$ cat config.mk
export PLATFORM = sky130hd
export DESIGN_NAME = mem_port_arbiter
export DESIGN_NICKNAME = d
export VERILOG_FILES = /design/src/rtl/mem_port_arbiter_pkg.sv /design/src/rtl/mem_port_arbiter_rd_tag_pipe.sv /design/src/rtl/mem_port_arbiter.sv
export VERILOG_INCLUDE_DIRS = /design/src /design/src/rtl
export SDC_FILE = /design/constraint.sdc
export NUM_CORES = 1
export LEC_CHECK = 0
export CAP_MARGIN = 20
export CORE_AREA = 3 3 123 125
export DETAILED_ROUTE_END_ITERATION = 8
export DIE_AREA = 0 0 126 128
export GPL_TIMING_DRIVEN = 0
export MAX_ROUTING_LAYER = met4
export PLACE_DENSITY = 0.86
export SLEW_MARGIN = 30
export SYNTH_ARGS = -nofsm -noshare
export SYNTH_HDL_FRONTEND = slang
export SYNTH_HIERARCHICAL = 1
export SYNTH_SLANG_ARGS = --single-unit
$ cat constraint.sdc
create_clock -name clk -period 2.8 [get_ports clk]
set_input_delay 0.28 -clock clk [delete_from_list [all_inputs] [get_ports clk]]
set_output_delay 0.28 -clock clk [all_outputs]
set_load 0.05 [all_outputs]
$ cat src/rtl/mem_arb_defs.vh
// Owner encodings and tag width shared by the memory-port arbiters.
`ifndef MEM_ARB_DEFS_VH
`define MEM_ARB_DEFS_VH
localparam logic OWN_FETCH = 1'b0;
localparam logic OWN_DATA  = 1'b1;
localparam int   ARB_TAG_W = 2;
`endif

$ cat src/rtl/mem_port_arbiter_pkg.sv
// Types and helpers for the fetch/data memory port arbiter.
package mem_port_arbiter_pkg;
  `include "mem_arb_defs.vh"

  localparam int LD_CNT_W = 3;

  typedef struct packed {
    logic valid;
    logic owner;
  } rd_tag_t;

  typedef struct packed {
    logic gnt_f;
    logic gnt_d;
  } arb_gnt_t;

  // Two-way round robin: a lone requester always wins, a conflict goes to the non-last owner.
  function automatic arb_gnt_t arb_pick(input logic req_f, input logic req_d, input logic last);
    arb_gnt_t g;
    g.gnt_f = req_f & (~req_d | (last == OWN_DATA));
    g.gnt_d = req_d & (~req_f | (last == OWN_FETCH));
    return g;
  endfunction
endpackage

$ cat src/rtl/mem_port_arbiter_rd_tag_pipe.sv
// Delay line carrying {valid, owner} for each issued read until its data returns.
module rd_tag_pipe
  import mem_port_arbiter_pkg::*;
#(
  parameter int RD_LAT = 1
) (
  input  logic clk,
  input  logic clr_n,
  input  logic push_valid,
  input  logic push_owner,
  output logic pop_valid,
  output logic pop_owner
);
  rd_tag_t [RD_LAT-1:0] r_pipe;

  always_ff @(posedge clk) begin
    if (!clr_n) begin
      r_pipe <= '0;
    end else begin
      r_pipe[0] <= '{valid: push_valid, owner: push_owner};
      for (int i = 1; i < RD_LAT; i++) r_pipe[i] <= r_pipe[i-1];
    end
  end

  assign pop_valid = r_pipe[RD_LAT-1].valid;
  assign pop_owner = r_pipe[RD_LAT-1].owner;
endmodule

$ cat src/rtl/mem_port_arbiter.sv
// Shares one pipelined single-port memory between instruction fetch and data ports.
module mem_port_arbiter
  import mem_port_arbiter_pkg::*;
#(
  parameter int ADDR_W = 32,
  parameter int DATA_W = 32,
  parameter int RD_LAT = 1
) (
  input  logic              clk,
  input  logic              rst_n,
  input  logic              if_req,
  input  logic [ADDR_W-1:0] if_addr,
  output logic              if_gnt,
  output logic              if_rvalid,
  output logic [DATA_W-1:0] if_rdata,
  input  logic              d_req,
  input  logic              d_we,
  input  logic [ADDR_W-1:0] d_addr,
  input  logic [DATA_W-1:0] d_wdata,
  output logic              d_gnt,
  output logic              d_rvalid,
  output logic [DATA_W-1:0] d_rdata,
  output logic              m_en,
  output logic              m_we,
  output logic [ADDR_W-1:0] m_addr,
  output logic [DATA_W-1:0] m_wdata,
  input  logic [DATA_W-1:0] m_rdata,
  output logic              core_stall
);
  logic                r_last_owner;
  logic [ADDR_W-1:0]   r_m_addr;
  logic [DATA_W-1:0]   r_m_wdata;
  logic [DATA_W-1:0]   r_if_rdata;
  logic [DATA_W-1:0]   r_d_rdata;
  logic [LD_CNT_W-1:0] r_ld_cnt;

  arb_gnt_t w_gnt;
  logic     w_pop_valid;
  logic     w_pop_owner;
  logic     w_ld_issue;

  always_comb begin
    w_gnt = arb_pick(if_req, d_req, r_last_owner);
    if (!rst_n) w_gnt = '0;
  end

  assign if_gnt     = w_gnt.gnt_f;
  assign d_gnt      = w_gnt.gnt_d;
  assign m_en       = w_gnt.gnt_f | w_gnt.gnt_d;
  assign m_we       = w_gnt.gnt_d & d_we;
  assign w_ld_issue = w_gnt.gnt_d & ~d_we;

  // Address and write data hold their last value when idle to avoid bus toggling.
  always_comb begin
    m_addr  = r_m_addr;
    m_wdata = r_m_wdata;
    if (w_gnt.gnt_f) begin
      m_addr = if_addr;
    end else if (w_gnt.gnt_d) begin
      m_addr  = d_addr;
      m_wdata = d_wdata;
    end
  end

  rd_tag_pipe #(.RD_LAT(RD_LAT)) u_tag_pipe (
    .clk        (clk),
    .clr_n      (rst_n),
    .push_valid (m_en & ~m_we),
    .push_owner (w_gnt.gnt_d ? OWN_DATA : OWN_FETCH),
    .pop_valid  (w_pop_valid),
    .pop_owner  (w_pop_owner)
  );

  assign if_rvalid = w_pop_valid & (w_pop_owner == OWN_FETCH);
  assign d_rvalid  = w_pop_valid & (w_pop_owner == OWN_DATA);
  assign if_rdata  = if_rvalid ? m_rdata : r_if_rdata;
  assign d_rdata   = d_rvalid  ? m_rdata : r_d_rdata;

  always_ff @(posedge clk) begin
    if (!rst_n) begin
      r_last_owner <= OWN_DATA;
      r_m_addr     <= '0;
      r_m_wdata    <= '0;
      r_if_rdata   <= '0;
      r_d_rdata    <= '0;
      r_ld_cnt     <= '0;
    end else begin
      if (w_gnt.gnt_f)      r_last_owner <= OWN_FETCH;
      else if (w_gnt.gnt_d) r_last_owner <= OWN_DATA;
      r_m_addr   <= m_addr;
      r_m_wdata  <= m_wdata;
      r_if_rdata <= if_rdata;
      r_d_rdata  <= d_rdata;
      // Outstanding loads, counted from grant through the d_rvalid cycle.
      case ({w_ld_issue, d_rvalid})
        2'b10:   r_ld_cnt <= r_ld_cnt + LD_CNT_W'(1);
        2'b01:   r_ld_cnt <= r_ld_cnt - LD_CNT_W'(1);
        default: r_ld_cnt <= r_ld_cnt;
      endcase
    end
  end

  assign core_stall = rst_n & ((if_req & ~if_gnt) | (d_req & ~d_gnt) |
                               (r_ld_cnt != '0) | w_ld_issue);
endmodule

Yosys cells after proc, flatten, opt, wreduce, memory -nomap -nowiden
Index checks and enable logic that the tools add are counted.
Operators by class
  bitwise gates (word level): 24
  div/mod/pow operators: 0
  reduce and logical (&&, ||, !) cells: 3
  shifts and indexed selects: 0
  muxes and demuxes: 11
  multiply operators: 0
  equality and inequality tests: 2
  $lt $le $gt $ge: 0
  add/sub/neg operators: 2
Operator list (number)
  $mux W32: 6
  $and A1 B1 Y1: 10
  $not A1 Y1: 8
  $or A1 B1 Y1: 6
  $pmux W3 S2: 1
  $reduce_bool A2 Y1: 2
  $add A3 B1 Y3 const B: 1
  $mux W1: 3
  $reduce_bool A3 Y1: 1
  $sub A3 B1 Y3 const B: 1
  $eq A2 B1 Y1 const B: 1
  $eq A2 B2 Y1 const B: 1
  $mux W2: 1
Storage, ports and cells
  register bits: 134
  output and inout bits: 135
  bits in writable memories: 0
  bits in latches: 0
  memories: 0
  ROM bits: 0
  word-level logic and storage cells: 50

Logic depth before layout (Yosys ltp)
  depth in word-level cells: 10
  gate-level depth with buffers: 11
  depth with buffers taken out: 10

Modules after synthesis
Netlist, hierarchy kept.
By module, submodules not included
  mem_port_arbiter: instances 1, cells an instance 757, seq. area each 2642.5 µm², area each 6735.2 µm²
  rd_tag_pipe: instances 1, cells an instance 4, seq. area each 40.0 µm², area each 52.6 µm²

Worst setup path before layout
OpenSTA, ideal clock, no wires.
  path kind: register to register
  from: reg u_tag_pipe.r_pipe (netlist bit u_tag_pipe/pop_valid)
  to: reg r_ld_cnt[2]
  data arrival time: 2192 ps
  stages on the path, launching flop included: 10
  slack: 538 ps
  buffers on the path: 1
  setup time: 70 ps
  cells stage by stage: dfxtp_1 nand2_1 buf_2 inv_1 ha_1 inv_1 fa_1 xor2_1 or3_1 a21oi_1
Between the ends
  cells in the longest elaborated chain, start to end: 3
  elaborated cells between the ends (all ways): 5
  those cells by class: eq/ne (2); mux (1); bitwise (1); reduce/logical (1)
RTL lines
  from (decl): line mem_port_arbiter_rd_tag_pipe.sv:14  | rd_tag_t [RD_LAT-1:0] r_pipe;
  $and A1 B1 Y1 *: line mem_port_arbiter.sv:75  | assign d_rvalid = w_pop_valid & (w_pop_owner == OWN_DATA);
  net d_rvalid: line mem_port_arbiter.sv:21  | output logic d_rvalid,
  $eq A2 B1 Y1 / $eq A2 B2 Y1 (equally long branches): line mem_port_arbiter.sv:95  | case ({w_ld_issue, d_rvalid})
  $pmux W3 S2 / $reduce_bool A2 Y1 (equally long branches)
  to (signal assigned): line mem_port_arbiter.sv:96  | 2'b10: r_ld_cnt <= r_ld_cnt + LD_CNT_W'(1);
  to (signal assigned): line mem_port_arbiter.sv:97  | 2'b01: r_ld_cnt <= r_ld_cnt - LD_CNT_W'(1);
  to (signal assigned): line mem_port_arbiter.sv:98  | default: r_ld_cnt <= r_ld_cnt;
  to (decl): line mem_port_arbiter.sv:35  | logic [LD_CNT_W-1:0] r_ld_cnt;
The timed path passes the listed nets; every way through them passes the cells marked *.
A chain may end at the register's enable or synchronous reset.

Worst setup path after layout
  from: in d_req
  to: out m_addr[12]
Between the ends
  cells in the longest elaborated chain, start to end: 5
  elaborated cells between the ends (all ways): 7
  those cells by class: mux (3); bitwise (4)
RTL lines
  from (decl): line mem_port_arbiter.sv:16  | input logic d_req,
  $not A1 Y1: line mem_port_arbiter_pkg.sv:20  | g.gnt_f = req_f & (~req_d | (last == OWN_DATA));
  $or A1 B1 Y1: line mem_port_arbiter_pkg.sv:20
  $and A1 B1 Y1: line mem_port_arbiter_pkg.sv:20
  $mux W2 *: line mem_port_arbiter.sv:44  | if (!rst_n) w_gnt = '0;
  $mux W32 *: line mem_port_arbiter.sv:57  | if (w_gnt.gnt_f) begin
  to (decl): line mem_port_arbiter.sv:25  | output logic [ADDR_W-1:0] m_addr,
Every way passes the cells marked *; elsewhere a longest branch is shown, timed or not.

==> metrics.md <==
| Metric | Value |
|---|---|
| Final worst slack | 0.00909 ns |
| Layout Cells excl Fill | ~1.2k |
| Initial DRT Pass Iterations | 6 |
| Final ANT Viol Nets | 0 |
| Skew-Pair Late Insertion Delay | 0.42 ns |
| Cells after DPL | 1208 |
| HPWL after detailed placement | 16800 um |
| Final period util | 0.997 |
| Worst Skew | 0.00812 ns |
| Post-CTS Setup Repair Bufs | 0 |
| Setup TNS | 0 ns |
| Post-synthesis compound-gate area fraction | 0.246 |
| Slew @ Worst Pin | 0.597 ns |
| Hold path depth | 3 |
| Critical path class | primary input to output port |
| Worst min-delay path class | primary input to flop |
| Peak VDD IR | 0.391 mV |
| Final Hold Fails | 0 |
| Routability cong. | 0.897 |
| Ys async rst share | 0 |
| Initial antenna violation count | 0 |
| Leak pwr | roughly 4.4 nW |
| Post-synthesis register bit count | 134 |
| P&R area growth vs syn | 50.6% |
| Ys flop type | dfxtp_1 |
| Max Cap Viol | 0 |
| Remaining DRCs | 0 |
| Fraction of layout cells with a size suffix above 1 | 0.161 |
| Final setup vio count | 0 |
| Hold Path Sink | r_m_wdata[19] |
| Number of global-route vias before repair | 6795 |
| FF-to-FF setup slack | 0.60 ns |
| Total track usage | 0.283 |
| Post-layout util | 0.731 |
| Post-Synth XOR/XNOR Area | 0.00258 |
| Clock root cell | clkbuf_16 |
| CTS sink count | 134 |
| Pwr dens | 566 nW/um^2 |
| Min-Delay Startpoint | d_wdata[19] |
| Die height | 128 um |
| Worst reg2reg path startpoint | r_last_owner |
| Final WL | roughly 23000 um |
| Fin nets | 1182 |
| Design Area, Final | 10200 um^2 |
| Mux cell area share after synthesis | 0.106 |
| Initial Utilization | 0.485 |
| Critical Path Fanout Max | 10 |
| RSZ-0062 raised after global routing | yes |
| Worst reg2reg path depth | 10 |
| Tmin final | 2.79 ns |
| Die width | approximately 130 um |
| CP Capture Type | output port |
| Max-slew violations | 0 |
| Area of the core | about 14000 um^2 |
| Total Power | 5.79 mW |
| Critical Path Start Type | primary input |
| Most area-hungry cell type in the Yosys netlist | dfxtp_1 |
| Syn Area/Cell | 8.92 um^2 |
| WHS | 0.453 ns |
| Synthesized netlist net count | 896 |
| Syn Inst Count | 761 |
| IO Pins | 268 |
| Outcome | finished, final reports clean |
| Fmax | 0.358 GHz |
| Max-slew headroom | 0.602 |
| Clock transition at path regs | 0.05 ns |
| Most common cell in the netlist | dfxtp_1 |
| Largest net degree at the start of global routing | 17 |
| Largest cells by area after synthesis | dfxtp_1 40%, mux2_2 9.5%, and2_1 6.3% |
| Antenna diode count | 0 |
| Drt wl/cell | between 15 and 20 um |
| Share of the synthesized area in the top cell type | 0.395 |
| CP arrival | between 2 and 3 ns |
| Synthesis Warnings | 6 |
| TritonCTS clock tree | done |
| First-pass GRT wire length | 35700 um |
| EDFF count, synth | 0 |
| Setup crit start | d_req |
| Area after DPL | between 9000 and 10000 um^2 |
| Total grt overflow | 0 |
| Dpl ws | -0.408 ns |
| Row count | 43 |
| Via density | 5.77 |
| Synth Area in Adders | 0.00479 |
| Total CTS buffers | 17 |
| H-tree depth | 4 |
| Max Root-Sink Buffers | 2 |
| Worst r2r dst | r_ld_cnt[2] |
| Yosys cell types | 28 |
| Post-synthesis simple-gate area fraction | 0.170 |
| Post-synth top cells | 134 x dfxtp_1, 68 x and2_1, 67 x a21oi_1 |
| Vias | 7155 |
| Hold_buf cts | 0 |
| Synthesized area | 6790 um^2 |
| Buffers on Ports | 267 |
| Die area | about 16000 um^2 |
| Largest family of logic cells by synthesized area | compound AO/OA/AOI/OAI gates |
| Iteration-0 DRC count of the detailed router | between 500 and 600 |
| WP data required | 2.52 ns |
| Post-synthesis sequential area ratio | 0.395 |
[cell usage in the layout, fill, tap and decap left out, drive strengths merged, types with 2 or more instances in the layout]
cell type	instances
clkinvlp	4
o221ai	32
a211o	32
nand2b	3
mux2	64
xor2	2
nand3	66
nand2	37
inv	40
o21ai	35
nor2b	32
a22oi	32
clkdlybuf4s50	200
clkdlybuf4s15	32
bufinv	3
nor2	6
dfxtp	134
clkbuf	66
clkdlybuf4s18	3
and2	68
buf	46
a21oi	67
clkinv	6
o2111a	32
dlygate4sd2	12
[routing by layer]
layer | vias up | track usage | part of all wire
met5 | - | - | 0
met4 | 0 | 0.100 | 0.025
met3 | 44 | 0.0550 | 0.066
met2 | 338 | 0.481 | 0.50
met1 | 3432 | 0.336 | 0.41
li1 | 3341 | - | -
[where the power goes]
part | switching [mW] | internal [mW] | total (mW)
registers | 0.0289 | 1.99 | 2.02
clock network | 0.850 | 1.44 | 2.29
logic | 0.923 | 0.553 | 1.48
[final cells by class]
class	instances	area (um^2)
clock buffer	20	457
sequential	134	2680
inverter	41	154
tap	180	225
fill	1106	3770
timing repair buffer	267	2590
clock inverter	12	153
buffer	73	358
multi-input combinational	513	3600
[how the worst max path moves through the flow]
stage	to	slack, ns	depth (start not counted)
3_3_place_gp	m_addr[13]	-0.42	7
3_5_place_dp	m_addr[13]	-0.41	7
4_1_cts	m_addr[26]	0.003	8
6_report	m_addr[12]	0.009	7
2_1_floorplan	r_ld_cnt[2]	0.54	9
5_1_grt	m_addr[29]	-0.007	7
[repair_timing]
| action | CTS | global route |
|---|---|---|
| endpoints found under the setup margin | 66 | 45 |
| pin swaps | 0 | 0 |
| resized for setup | 124 | 61 |
[sequential cells by signal (all words and copies together) (netlist names)]
register	cells
r_d_rdata	32
r_last_owner	1
r_ld_cnt	3
r_m_wdata	32
u_tag_pipe/pop_valid	1
u_tag_pipe/pop_owner	1
r_if_rdata	32
r_m_addr	32
[worst max-delay path, cell delays in order]
cell and delay (ns):
clkdlybuf4s50_1 0.70, and2_1 0.19, buf_2 0.27, buf_2 0.30
a21oi_1 0.10, o221ai_1 0.24, clkdlybuf4s15_2 0.42
[cells by family (layout without fill, tap and decap cells)]
kind of cell / Yosys count / count (layout)
AND/OR/NAND/NOR: 215 / 215
flip-flops: 134 / 134
AO/OA/AOI/OAI: 230 / 230
XOR/XNOR: 2 / 2
multiplexers: 64 / 64
adder cells (fa/ha/maj): 2 / 2
buffers and inverters: 114 / 413
(Power assumes the default switching activity.)
